--- config.mk ---
export PLATFORM = sky130hd
export DESIGN_NAME = mem_port_arbiter
export DESIGN_NICKNAME = d
export VERILOG_FILES = /design/src/rtl/core_pkg.sv /design/src/rtl/mem_lane_align.sv /design/src/rtl/mem_port_arbiter.sv
export SDC_FILE = /design/constraint.sdc
export NUM_CORES = 1
export LEC_CHECK = 0
export BUFFER_PORTS_ARGS = -buffer_cell sky130_fd_sc_hd__buf_4
export CAP_MARGIN = 10
export CORE_ASPECT_RATIO = 1.5
export CORE_MARGIN = 10
export CORE_UTILIZATION = 50
export DETAILED_ROUTE_END_ITERATION = 7
export PLACE_DENSITY = 0.82
export SETUP_SLACK_MARGIN = 0.1
export SYNTH_ARGS = -nofsm -noshare
export SYNTH_HDL_FRONTEND = slang
export SYNTH_SLANG_ARGS = --single-unit
--- constraint.sdc ---
create_clock -name clk_i -period 2.72 [get_ports clk_i]
set_input_delay 0.68 -clock clk_i [delete_from_list [all_inputs] [get_ports clk_i]]
set_output_delay 0.68 -clock clk_i [all_outputs]
set_load 0.02 [all_outputs]
--- src/rtl/core_pkg.sv ---
// Shared core definitions: memory access mode encodings (also used by the
// control unit), the memory port arbiter state enum and its internal
// request/response/context structs.
package core_pkg;

    localparam int XLEN = 32;

    // mem_mode encodings from the control unit
    localparam logic [1:0] MEM_BYTE = 2'b00;
    localparam logic [1:0] MEM_HALF = 2'b01;
    localparam logic [1:0] MEM_WORD = 2'b10;
    localparam logic [1:0] MEM_ILL  = 2'b11;

    typedef enum logic [1:0] {
        IDLE,
        BUS_IF,
        BUS_LS,
        DONE
    } arb_state_e;

    // Memory-side request, registered on grant and held until ack
    typedef struct packed {
        logic              we;
        logic [XLEN-1:0]   addr;
        logic [XLEN/8-1:0] be;
        logic [XLEN-1:0]   wdata;
    } mem_req_t;

    // Load/store attributes latched at grant, needed again for load extraction
    typedef struct packed {
        logic [1:0] addr_lo;
        logic [1:0] mode;
        logic       is_unsigned;
    } ls_ctx_t;

    // Completion record presented during DONE
    typedef struct packed {
        logic            is_ls;
        logic            err;
        logic            misalign;
        logic [XLEN-1:0] rdata;
    } rsp_t;

endpackage

--- src/rtl/mem_lane_align.sv ---
// Combinational byte-lane helper for the load/store path.
//   addr_lo, mode, is_unsigned : access attributes
//   wdata      : right-justified store data
//   rdata      : raw memory read word
//   be         : byte enables for the access
//   wdata_lane : store data replicated onto every lane
//   rdata_ext  : selected lane(s) of rdata, sign/zero-extended
//   misalign   : access is misaligned for its size, or mode is illegal
module mem_lane_align
    import core_pkg::*;
(
    input  logic [1:0]        addr_lo,
    input  logic [1:0]        mode,
    input  logic              is_unsigned,
    input  logic [XLEN-1:0]   wdata,
    input  logic [XLEN-1:0]   rdata,
    output logic [XLEN/8-1:0] be,
    output logic [XLEN-1:0]   wdata_lane,
    output logic [XLEN-1:0]   rdata_ext,
    output logic              misalign
);
    localparam int NUM_LANES = XLEN / 8;

    logic [NUM_LANES-1:0][7:0] wd_lanes;
    logic [NUM_LANES-1:0][7:0] rd_lanes;
    logic [7:0]                byte_sel;
    logic [15:0]               half_sel;

    assign rd_lanes   = rdata;
    assign wdata_lane = wd_lanes;

    for (genvar i = 0; i < NUM_LANES; i++) begin : g_lane
        localparam logic [1:0] LANE = 2'(i);
        assign be[i] = (mode == MEM_WORD)
                     | ((mode == MEM_BYTE) & (addr_lo == LANE))
                     | ((mode == MEM_HALF) & (addr_lo[1] == LANE[1]));
        // Replication lets the memory pick whichever lane be enables
        assign wd_lanes[i] = (mode == MEM_BYTE) ? wdata[7:0]
                           : (mode == MEM_HALF) ? wdata[8*(i%2) +: 8]
                           :                      wdata[8*i +: 8];
    end

    assign byte_sel = rd_lanes[addr_lo];
    assign half_sel = addr_lo[1] ? rdata[31:16] : rdata[15:0];

    always_comb begin
        rdata_ext = rdata;
        case (mode)
            MEM_BYTE: rdata_ext = is_unsigned ? {24'd0, byte_sel}
                                              : {{24{byte_sel[7]}}, byte_sel};
            MEM_HALF: rdata_ext = is_unsigned ? {16'd0, half_sel}
                                              : {{16{half_sel[15]}}, half_sel};
            default:  rdata_ext = rdata;
        endcase
    end

    assign misalign = (mode == MEM_ILL)
                    | ((mode == MEM_HALF) & addr_lo[0])
                    | ((mode == MEM_WORD) & (|addr_lo));

endmodule

--- src/rtl/mem_port_arbiter.sv ---
// Shares the single-port memory between fetch and load/store.
//   clk_i, rst_ni        : clock, async active-low reset
//   if_*                 : fetch request/response
//   ls_*                 : load/store request/response
//   mem_*                : single-port memory handshake
//   stall_o              : pipeline hold, combinational
// Load/store wins over fetch (older instruction). Completion is a one-cycle
// *_valid_o pulse in DONE; no grant is made in DONE so a held request is not
// re-issued. TIMEOUT_CYC = 0 disables the ack watchdog.
module mem_port_arbiter
    import core_pkg::*;
#(
    parameter int TIMEOUT_CYC = 255
) (
    input  logic              clk_i,
    input  logic              rst_ni,
    input  logic              if_req_i,
    input  logic [XLEN-1:0]   if_addr_i,
    output logic [XLEN-1:0]   if_rdata_o,
    output logic              if_valid_o,
    output logic              if_err_o,
    input  logic              ls_req_i,
    input  logic              ls_wren_i,
    input  logic [XLEN-1:0]   ls_addr_i,
    input  logic [XLEN-1:0]   ls_wdata_i,
    input  logic [1:0]        ls_mode_i,
    input  logic              ls_unsigned_i,
    output logic [XLEN-1:0]   ls_rdata_o,
    output logic              ls_valid_o,
    output logic              ls_misalign_o,
    output logic              ls_err_o,
    output logic              mem_req_o,
    output logic              mem_we_o,
    output logic [XLEN-1:0]   mem_addr_o,
    output logic [XLEN/8-1:0] mem_be_o,
    output logic [XLEN-1:0]   mem_wdata_o,
    input  logic [XLEN-1:0]   mem_rdata_i,
    input  logic              mem_ack_i,
    output logic              stall_o
);
    localparam int WD_W = (TIMEOUT_CYC > 0) ? $clog2(TIMEOUT_CYC + 1) : 1;

    arb_state_e      state_q, state_d;
    mem_req_t        mem_q, mem_d;
    logic            req_q, req_d;
    ls_ctx_t         ctx_q, ctx_d;
    rsp_t            rsp_q, rsp_d;
    logic [WD_W-1:0] wd_q, wd_d;

    ls_ctx_t           live_ctx, al_ctx;
    logic [XLEN/8-1:0] al_be;
    logic [XLEN-1:0]   al_wdata, al_rdata;
    logic              al_misalign;
    logic              wd_expired;
    logic              unused_if_lo;

    assign unused_if_lo = ^if_addr_i[1:0];

    // In IDLE the aligner looks at the live request; while on the bus it
    // works from the latched context so load extraction uses grant-time attrs.
    assign live_ctx = '{addr_lo: ls_addr_i[1:0], mode: ls_mode_i, is_unsigned: ls_unsigned_i};
    assign al_ctx   = (state_q == IDLE) ? live_ctx : ctx_q;

    mem_lane_align u_align (
        .addr_lo     (al_ctx.addr_lo),
        .mode        (al_ctx.mode),
        .is_unsigned (al_ctx.is_unsigned),
        .wdata       (ls_wdata_i),
        .rdata       (mem_rdata_i),
        .be          (al_be),
        .wdata_lane  (al_wdata),
        .rdata_ext   (al_rdata),
        .misalign    (al_misalign)
    );

    assign wd_expired = (TIMEOUT_CYC != 0) && (wd_q == WD_W'(TIMEOUT_CYC));

    always_ff @(posedge clk_i or negedge rst_ni) begin
        if (!rst_ni) begin
            state_q <= IDLE;
            mem_q   <= '0;
            req_q   <= 1'b0;
            ctx_q   <= '0;
            rsp_q   <= '0;
            wd_q    <= '0;
        end else begin
            state_q <= state_d;
            mem_q   <= mem_d;
            req_q   <= req_d;
            ctx_q   <= ctx_d;
            rsp_q   <= rsp_d;
            wd_q    <= wd_d;
        end
    end

    always_comb begin
        state_d = state_q;
        mem_d   = mem_q;
        req_d   = req_q;
        ctx_d   = ctx_q;
        rsp_d   = rsp_q;
        wd_d    = wd_q;
        case (state_q)
            IDLE: begin
                if (ls_req_i) begin
                    rsp_d = '{is_ls: 1'b1, err: 1'b0, misalign: 1'b0, rdata: '0};
                    if (al_misalign) begin
                        rsp_d.misalign = 1'b1;
                        state_d        = DONE;
                    end else begin
                        state_d = BUS_LS;
                        req_d   = 1'b1;
                        wd_d    = '0;
                        ctx_d   = live_ctx;
                        mem_d   = '{we: ls_wren_i, addr: {ls_addr_i[XLEN-1:2], 2'b00},
                                    be: al_be, wdata: al_wdata};
                    end
                end else if (if_req_i) begin
                    state_d = BUS_IF;
                    req_d   = 1'b1;
                    wd_d    = '0;
                    rsp_d   = '{is_ls: 1'b0, err: 1'b0, misalign: 1'b0, rdata: '0};
                    mem_d   = '{we: 1'b0, addr: {if_addr_i[XLEN-1:2], 2'b00},
                                be: '1, wdata: '0};
                end
            end
            BUS_IF, BUS_LS: begin
                if (mem_ack_i) begin
                    state_d = DONE;
                    req_d   = 1'b0;
                    if (state_q == BUS_IF)
                        rsp_d.rdata = mem_rdata_i;
                    else
                        rsp_d.rdata = mem_q.we ? '0 : al_rdata;
                end else if (wd_expired) begin
                    state_d     = DONE;
                    req_d       = 1'b0;
                    rsp_d.err   = 1'b1;
                    rsp_d.rdata = '0;
                end else begin
                    wd_d = wd_q + WD_W'(1);
                end
            end
            DONE: state_d = IDLE;
            default: state_d = IDLE;
        endcase
    end

    assign mem_req_o   = req_q;
    assign mem_we_o    = mem_q.we;
    assign mem_addr_o  = mem_q.addr;
    assign mem_be_o    = mem_q.be;
    assign mem_wdata_o = mem_q.wdata;

    assign if_valid_o    = (state_q == DONE) & ~rsp_q.is_ls;
    assign ls_valid_o    = (state_q == DONE) &  rsp_q.is_ls;
    assign if_rdata_o    = rsp_q.rdata;
    assign ls_rdata_o    = rsp_q.rdata;
    assign if_err_o      = rsp_q.err & ~rsp_q.is_ls;
    assign ls_err_o      = rsp_q.err &  rsp_q.is_ls;
    assign ls_misalign_o = rsp_q.misalign;

    assign stall_o = (if_req_i & ~if_valid_o) | (ls_req_i & ~ls_valid_o);

endmodule
==> results of run 1 <==
-- cells by family (layout without fill, tap and decap cells) --
logic type / Yosys count / after routing / synth area share (%)
buffers and inverters: 158 / 380 / 12.6
multiplexers: 63 / 63 / 9.72
AND/OR/NAND/NOR: 207 / 207 / 13.8
flip-flops: 118 / 118 / 41.1
AO/OA/AOI/OAI: 239 / 239 / 22.0
other: 1 / 2 / 0.0522
adder cells (fa/ha/maj): 4 / 4 / 0.697
-- worst max-delay path, delay by kind of cell (launching register included) --
| family | cells | cell delay, ns |
|---|---|---|
| adders and majority gates | 1 | 0.30 |
| muxes | 2 | 0.39 |
| AOI/OAI and AO/OA | 2 | 0.61 |
| DFF | 1 | 0.38 |
| and+or+nand+nor | 1 | 0.15 |
| buffers and inverters | 3 | 0.52 |
-- synth_stat cells, types with 3 or more instances --
cell and number:
a2111oi_0 7, a21oi_1 46, a222oi_1 8, a22o_1 3
a22oi_1 15, buf_2 14, buf_4 72, buf_6 3
clkbuf_1 28, dfrtp_1 118, ha_1 4, inv_1 38
mux2_2 16, mux2i_1 42, mux2i_4 3, nand2_1 81
nand2b_1 12, nand3_1 46, nand3b_1 4, nor2_1 38
nor2b_1 3, o2111ai_1 15, o211ai_1 14, o211ai_2 10
o21a_1 4, o21ai_0 93, o21ai_1 4, o31ai_1 3
or3_1 3
-- cell type report --
cell class                 count  area, um^2  area share [%]
inverter                      38         143            1.48
sequential                   118        2950            30.7
clock inverter                13         101            1.05
multi-input combinational    515        3350            34.9
tap                          192         240            2.50
timing repair buffer         310        2390            24.9
clock buffer                  19         433            4.50
-- how the worst max path moves through the flow --
stage | endpoint | slack [ns] | cells past startpoint
after floorplan | stall_o | 0.40 | 4
after global placement | if_rdata_o[1] | 0.11 | 9
after detailed placement | if_rdata_o[1] | 0.05 | 9
after CTS | mem_addr_o[10] | 0.15 | 9
after global routing | if_rdata_o[0] | 0.11 | 9
final | if_rdata_o[1] | 0.28 | 9
-- routing by layer --
metal / track usage, % / vias to the layer above / share of wire, %
met2: 40.2 / 333 / 52
met4: 6.69 / 0 / 2.3
li1: - / 3174 / -
met5: 0 / - / 0
met1: 25.4 / 3218 / 36
met3: 9.34 / 42 / 9.5
-- per-stage QoR --
step	power (mW)	setup WS [ns]	area (um^2)	std cells
after floorplan	8.00	0.400	7180	791
after global placement	10.2	0.112	9030	1169
after detailed placement	10.3	0.0527	9030	1169
after CTS	12.4	0.150	9580	1201
after global routing	13.3	0.107	9610	1205
final	12.4	0.282	9610	1205
-- report_power, final --
| group | switching, mW | internal, mW |
|---|---|---|
| combinational | 4.28 | 3.01 |
| clock | 0.861 | 1.17 |
| sequential | 0.576 | 2.54 |
-- state kept, by name, indices dropped and copies added (netlist names) --
name and flops:
ls_misalign_o 1, wd_q 8, rsp_q 2, mem_we_o 1, ctx_q 5, state_q 2, mem_req_o 1, if_rdata_o 32
mem_wdata_o 32, mem_be_o 4, mem_addr_o 30
-- repair_timing --
action,CTS,global route
pin swaps,0,1
buffers inserted,0,4
endpoints found under the setup margin,7,72
resized for setup,1,2
==> metrics, run 1 <==
Initial Utilization=51.1%; Post-synth EDFFs=0; register area share after synthesis=41.1%; Post-Syn Instances=790; most frequent cells in the layout=buf_4, dfrtp_1, o21ai_0; HP Class=input port to asynchronous set/reset pin; Req. time, crit path=3.06 ns; outcome=finished clean; clock buffer depth=2; Post-synth ARST share=100%; vias in the first global route=6879; first-pass GRT wire length=37.2 mm; Site Rows=53; pin count of the biggest net entering global routing=61; via count=6767; Routed wire per std cell=19.4 um; final slew viol count=0; worst path arrival time=2.78 ns; GR Overflow Total=0; Clock transition at path regs=0.06 ns; total iterations of the first detailed-routing run=7; post-synth top area cell=dfrtp_1; Crit-path slowest cell=a2111oi_0; Worst setup EP type=register; startpoint types=register; final core utilization=68.4%; Synth Register Bits=118; TNS Setup=0 ns; Total Nets Final=1141; CP Launch Point=state_q[1]; Hold Slack=0.189 ns; cts hold-fix bufs=0; commonest non-fill, non-tap cell in the layout=buf_4; CTS tree=done; Fillers=1138; WS Path Type=register to register; Routed Antenna Nets=0; worst vdd ir=0.000720 V; Tot GR Track Use=23.2%; area added between synthesis and finish=33.9%; total clock sinks=118; Via density=5.62; worst-margin pin slew=0.800 ns; # diodes=0; top post-synthesis cells by area=dfrtp_1, buf_4, o21ai_0; top-area cell type share of the netlist area=41.1%; Max transition margin=46.7%; final setup vio count=0; RSZ-0062 raised after global routing=false; post-synthesis cell type count=61; clock period minus worst slack=2.44 ns; die span in x=118 um; MaxCap Viol Count=0; synthesized area=0.00718 mm^2; most used flip-flop cell after synthesis=dfrtp_1; initial drt markers=493; initial antenna violation count=0; synthesized area per cell=9.09 um^2; Leak=4.51 nW; CTS Buf Count=17; Final period util=89.6%; slowest stage delay, CP=0.42 ns; R2R Path End=if_rdata_o[1]; clk root buf=clkbuf_16; core footprint=0.0141 mm^2; Ys Warns=0; GPL Wtd Cong=0.827; IO Pins=277; Routed WL=23.4 mm; dpl hpwl=17.9 mm; Max Fclk=410 MHz; Worst Path Max Fanout=8; R2R Setup Slk=0.28 ns; layout cells sized above 1=38.3%; final hold viol count=0; worst r2r path cells=9; critical path, cell by cell=inv_1 -> ha_2 -> buf_4 -> mux2i_1 -> buf_4 -> mux2i_1 -> a2111oi_0 -> o2111ai_1 -> nand3_1; DR DRC count=0; I/O Buffers=272; clk_lat worst skew=0.42 ns; number of H-tree levels=4; DIE HEIGHT=167 um; reg2reg start=state_q[1]; pwr dens=1290 mW/mm^2; worst clock skew=0.0118 ns; DIE AREA=0.0197 mm^2
(Power assumes the default switching activity.)
==> run 2: changes to the inputs <==
--- a/config.mk
+++ b/config.mk
@@ -5,13 +5,14 @@
 export SDC_FILE = /design/constraint.sdc
 export NUM_CORES = 1
 export LEC_CHECK = 0
+export ABC_AREA = 1
 export BUFFER_PORTS_ARGS = -buffer_cell sky130_fd_sc_hd__buf_4
 export CAP_MARGIN = 10
 export CORE_ASPECT_RATIO = 1.5
 export CORE_MARGIN = 10
 export CORE_UTILIZATION = 50
 export DETAILED_ROUTE_END_ITERATION = 7
-export PLACE_DENSITY = 0.82
+export PLACE_DENSITY = 0.81
 export SETUP_SLACK_MARGIN = 0.1
 export SYNTH_ARGS = -nofsm -noshare
 export SYNTH_HDL_FRONTEND = slang
==> metrics, run 2 <==
most frequent cells in the layout=nand2_1, buf_4, dfrtp_1; Leak=5.34 nW (+18%); # diodes=0 (unchanged); core footprint=0.0141 mm^2 (+0.47%); outcome=finished clean; CTS Buf Count=17 (unchanged); Commonest cells post-synth=nand2_1, dfrtp_1, nor2_1; most used flip-flop cell after synthesis=dfrtp_1; dpl cells=1403 (+20%); first-pass GRT wire length=39.8 mm (+7.2%); Worst Path Max Fanout=45 (+37); Site Rows=53 (unchanged); Routed Antenna Nets=0 (unchanged); top post-synthesis cells by area=dfrtp_1, nand2_1, buf_4; min setup slack post-route=0.262 ns (-0.0200 ns); Synth Register Bits=118 (unchanged); Initial Utilization=51.1% (+0.053 points); number of H-tree levels=4 (unchanged); cts hold-fix bufs=0 (unchanged); Req. time, crit path=3.02 ns (-0.04 ns); Max transition margin=53.4% (+6.7 points); WS Path Type=register to register; TNS Setup=0 ns (unchanged); CP Launch Point=state_q[0]; Final Non-Filler Cells=1438 (+19%); dpl hpwl=19.2 mm (+6.8%); startpoint types=register; RSZ-0062 raised after global routing=true; Worst setup EP type=register; initial drt markers=551 (+12%); Max Fclk=407 MHz (-0.81%); die span in x=118 um (+0.24%); GR Overflow Total=0 (unchanged); Final period util=90.4% (+0.74 points); I/O Buffers=272 (unchanged); most frequent cell after synthesis=nand2_1; reg2reg start=state_q[0]; Pwr Total=13.0 mW (+4.6%); worst clock skew=0.0131 ns (+0.00134 ns); top-area cell type share of the netlist area=40.9% (-0.24 points); final slew viol count=0 (unchanged); Post-Syn Instances=1036 (+31%); Post-synth ARST share=100% (unchanged); Via density=5.12 (-8.9%); R2R Setup Slk=0.26 ns (-0.02 ns); MaxCap Viol Count=0 (unchanged); worst-margin pin slew=0.700 ns (-0.100 ns); final setup vio count=0 (unchanged); IO Pins=277 (unchanged); register area share after synthesis=40.9% (-0.24 points); clock buffer depth=2 (unchanged); synthesized area per cell=6.97 um^2 (-23%); post-synth top area cell=dfrtp_1; Fillers=1257 (+10%); GPL Wtd Cong=0.910 (+10%); commonest non-fill, non-tap cell in the layout=nand2_1; Tot GR Track Use=25.0% (+1.9 points); DR DRC count=0 (unchanged); post-synthesis cell type count=37 (-39%); worst path arrival time=2.76 ns (-0.02 ns); Total Nets Final=1374 (+20%); layout cells sized above 1=28.4% (-9.9 points); CTS tree=done; DIE AREA=0.0197 mm^2 (+0.49%); via count=7357 (+8.7%); clock period minus worst slack=2.46 ns (+0.0200 ns); Post-Place Setup Slack=0.118 ns (+0.0649 ns); clk root buf=clkbuf_16; HP Class=input port to asynchronous set/reset pin; area added between synthesis and finish=33.5%; Routed WL=25.3 mm (+7.9%); total clock sinks=118 (unchanged); clk_lat worst skew=0.42 ns (about the same); Ys Warns=0 (unchanged); Post-synth EDFFs=0 (unchanged); Routed wire per std cell=17.6 um (-9.6%); DIE HEIGHT=167 um (+0.25%); Clock transition at path regs=0.06 ns (about the same); final hold viol count=0 (unchanged); final core utilization=68.3% (-0.11 points); pin count of the biggest net entering global routing=60 (-1.6%); synthesized area=0.00722 mm^2 (+0.58%); total iterations of the first detailed-routing run=5 (-2); worst vdd ir=0.000751 V (+4.4%); pwr dens=1350 mW/mm^2 (+4.3%); vias in the first global route=7297 (+6.1%); initial antenna violation count=0 (unchanged)
run 2: report_power, final:
group          internal (mW)  switching (mW)
clock                   1.56           0.901
sequential              2.48           0.459
combinational           2.75            4.87
run 2: cells by family after synthesis:
group                      count (synthesis)  share of synthesized area, %
and+or+nand+nor                          558                          30.9
buffers and inverters                    190                          14.5
AOI/OAI and AO/OA                        160                          12.3
DFF                                      118                          40.9
xor gates and xnor gates                   5                         0.606
adders and majority gates                  4                         0.693
other                                      1                        0.0519
run 2: final timing paths:
check	to	depth (start not counted)
max in group asynchronous	mem_wdata_o[24]	2
min	wd_q[7]	1
min in group clk_i	ctx_q[4]	2
max	mem_wdata_o[7]	11
min reg2reg	ctx_q[4]	2
max reg2reg	mem_wdata_o[7]	11
run 2: metrics by stage:
| stage | instance area [um^2] | hold WS [ns] |
|---|---|---|
| 3_3_place_gp | 8940 | 0.456 |
| 6_report | 9640 | 0.204 |
| 2_1_floorplan | 7220 | 0.384 |
| 5_1_grt | 9640 | 0.214 |
| 4_1_cts | 9590 | 0.213 |
| 3_5_place_dp | 8940 | 0.460 |
run 2: cell type report:
class | count | area (um^2) | area share [%]
Clock buffer | 17 | 425 | 4.41
Inverter | 70 | 272 | 2.82
Clock inverter | 15 | 215 | 2.23
Sequential cell | 118 | 2950 | 30.6
Timing Repair Buffer | 297 | 2280 | 23.6
Multi-Input combinational cell | 729 | 3260 | 33.8
Tap cell | 192 | 240 | 2.49
run 2: critical path, cell delays in order (launching register included):
cell and delay (ns):
dfrtp_1 0.39, inv_1 0.07, ha_2 0.23, buf_4 0.19, o21ai_4 0.42, nand2_1 0.15, nand2_2 0.16, a21boi_4 0.08
buf_12 0.14, inv_4 0.32, nand2_1 0.10, o31ai_1 0.09
run 2: layer usage:
layer / vias up / GRT usage (%) / routed length, um
met5: - / 0 / 0
met4: 0 / 7.28 / 525
met3: 31 / 8.18 / 2030
met2: 303 / 44.3 / 13000
met1: 3410 / 27.9 / 9740
li1: 3613 / - / -
run 2: repair_timing:
| item | CTS | global route |
|---|---|---|
| endpoints found under the setup margin | 0 | 105 |
| setup buffers | 0 | 3 |
| resized for setup | 0 | 5 |
==> run 3: changes to the inputs <==
--- a/config.mk
+++ b/config.mk
@@ -10,9 +10,9 @@
 export CAP_MARGIN = 10
 export CORE_ASPECT_RATIO = 1.5
 export CORE_MARGIN = 10
-export CORE_UTILIZATION = 50
+export CORE_UTILIZATION = 54
 export DETAILED_ROUTE_END_ITERATION = 7
-export PLACE_DENSITY = 0.81
+export PLACE_DENSITY = 0.87
 export SETUP_SLACK_MARGIN = 0.1
 export SYNTH_ARGS = -nofsm -noshare
 export SYNTH_HDL_FRONTEND = slang
==> constraint.sdc (replaced) <==
create_clock -name clk_i -period 3.13 [get_ports clk_i]
set_input_delay 0.7825 -clock clk_i [delete_from_list [all_inputs] [get_ports clk_i]]
set_output_delay 0.7825 -clock clk_i [all_outputs]
set_load 0.02 [all_outputs]
==> metrics, run 3 (same netlist as run 2, synthesis figures left out) <==
outcome=finished clean; HP Class=input port to asynchronous set/reset pin; clock period minus worst slack=2.76 ns (+0.299 ns); dpl hpwl=17.7 mm (-7.7%); I/O Buffers=272 (unchanged); GR Util met3=7.30% (-0.87 points); WS Path Type=register to register; initial antenna violation count=0 (unchanged); cts hold-fix bufs=0 (unchanged); area added between synthesis and finish=30.5%; Via density=5.28 (+3.3%); Tot GR Track Use=25.1% (+0.051 points); cell area after placement=0.00885 mm^2 (-1.0%); vias in the first global route=7406 (+1.5%); Final Cell Area=0.00942 mm^2 (-2.3%); total iterations of the first detailed-routing run=6 (+1); final hold viol count=0 (unchanged); die span in x=114 um (-3.1%); initial drt markers=621 (+13%); first-pass GRT wire length=37.6 mm (-5.7%); worst vdd ir=0.000572 V (-24%); Routed WL=24.0 mm (-5.2%); TNS Setup=0 ns (unchanged); Req. time, crit path=3.44 ns (+0.42 ns); via count=7382 (+0.34%); GR Overflow Total=0 (unchanged); clk_lat worst skew=0.41 ns (about the same); post-CTS setup repair buffer count=0 (unchanged); core footprint=0.0130 mm^2 (-7.8%); worst path arrival time=3.07 ns (+0.31 ns); Total Nets Final=1366 (-0.58%); # diodes=0 (unchanged); Max transition margin=53.3% (about the same); number of H-tree levels=4 (unchanged); PostCTS Resize Cnt=0 (unchanged); GPL Wtd Cong=0.959 (+5.4%); Clock transition at path regs=0.06 ns (about the same); clk root buf=clkbuf_16; Final period util=88.1% (-2.3 points); Max Fclk=363 MHz (-11%); CTS Buf Count=17 (unchanged); final slew viol count=0 (unchanged); GR met1 Demand/Resource=27.3% (-0.54 points); Initial Utilization=55.5% (+4.3 points); busiest layer in global routing=met2; grt met2 use=43.2% (-1.0 points); layout cells sized above 1=27.5% (-0.87 points); Worst setup EP type=register; worst clock skew=0.00833 ns (-0.00477 ns); MaxCap Viol Count=0 (unchanged); DR DRC count=0 (unchanged); most frequent cells in the layout=nand2_1, buf_4, dfrtp_1; Worst Path Max Fanout=45 (unchanged); Leak=5.25 nW (-1.7%); clock buffer depth=2 (unchanged); DIE HEIGHT=162 um (-3.3%); worst r2r path cells=10 (-1); total clock sinks=118 (unchanged); pwr dens=1150 mW/mm^2 (-15%); RSZ-0062 raised after global routing=false; worst-margin pin slew=0.698 ns (-0.00195 ns); DIE AREA=0.0185 mm^2 (-6.4%); pin count of the biggest net entering global routing=61 (+1.7%); Routed Antenna Nets=0 (unchanged); CTS tree=done; commonest non-fill, non-tap cell in the layout=nand2_1; Site Rows=51 (-3.8%); final setup vio count=0 (unchanged); IO Pins=277 (unchanged); Routed wire per std cell=17.2 um (-2.4%); startpoint types=register
-- run 3: changes by cell type in the layout (fill, tap and decap cells not counted), sizes merged --
cell / delta
buf: -8
clkbuf: +2
bufinv: -2
inv: -5
clkinvlp: +2
clkinv: +3
-- run 3: area by class of cell --
class | count | area [um^2]
tap | 159 | 199
timing repair buffer | 289 | 2190
clock inverter | 13 | 134
multi-input combinational | 729 | 3240
inverter | 70 | 268
sequential | 118 | 2950
clock buffer | 19 | 433
fill | 1079 | 3600
-- run 3: final timing paths --
| kind | startpoint | to | slack, ns |
|---|---|---|---|
| worst max-delay path | state_q[0] | mem_wdata_o[7] | 0.37 |
| worst min-delay path | rst_ni | wd_q[5] | 0.27 |
| worst max register to register | state_q[0] | mem_wdata_o[7] | 0.37 |
| worst min register to register | mem_wdata_o[16] | mem_wdata_o[16] | 0.47 |
| max in group asynchronous | rst_ni | mem_wdata_o[27] | 2.12 |
| min in group clk_i | mem_wdata_o[16] | mem_wdata_o[16] | 0.47 |
-- run 3: worst max-delay path, stage by stage (launching register included) --
cell	delay [ns]
dfrtp_1	0.37
inv_1	0.07
ha_1	0.27
buf_4	0.21
o21ai_2	0.42
inv_4	0.15
o21ai_2	0.10
nand2_2	0.12
a21boi_4	0.38
inv_4	0.27
o31ai_1	0.28
-- run 3: power by group --
| group | internal [mW] | total (mW) | leakage (nW) | switching (mW) |
|---|---|---|---|---|
| Combinational | 2.23 | 6.41 | 3.50 | 4.18 |
| Sequential | 2.15 | 2.55 | 1.48 | 0.396 |
| Clock | 1.17 | 1.90 | 0.272 | 0.731 |
-- run 3: per-layer routing --
layer	share of wire, %	up-vias
li1	-	3593
met2	51	352
met5	0	-
met4	3.5	0
met3	8.1	57
met1	37	3380
-- run 3: per-stage QoR --
stage / setup WS [ns] / utilization, % / total power [mW] / std cells / hold slack [ns]
final: 0.373 / 72.4 / 10.9 / 1397 / 0.275
after global routing: 0.128 / 72.4 / 11.7 / 1397 / 0.293
after CTS: 0.374 / 72.4 / 10.9 / 1397 / 0.281
after detailed placement: 0.382 / 68.0 / 8.94 / 1365 / 0.459
after global placement: 0.453 / 68.0 / 8.80 / 1365 / 0.456
after floorplan: 0.656 / - / 7.07 / 1037 / 0.442
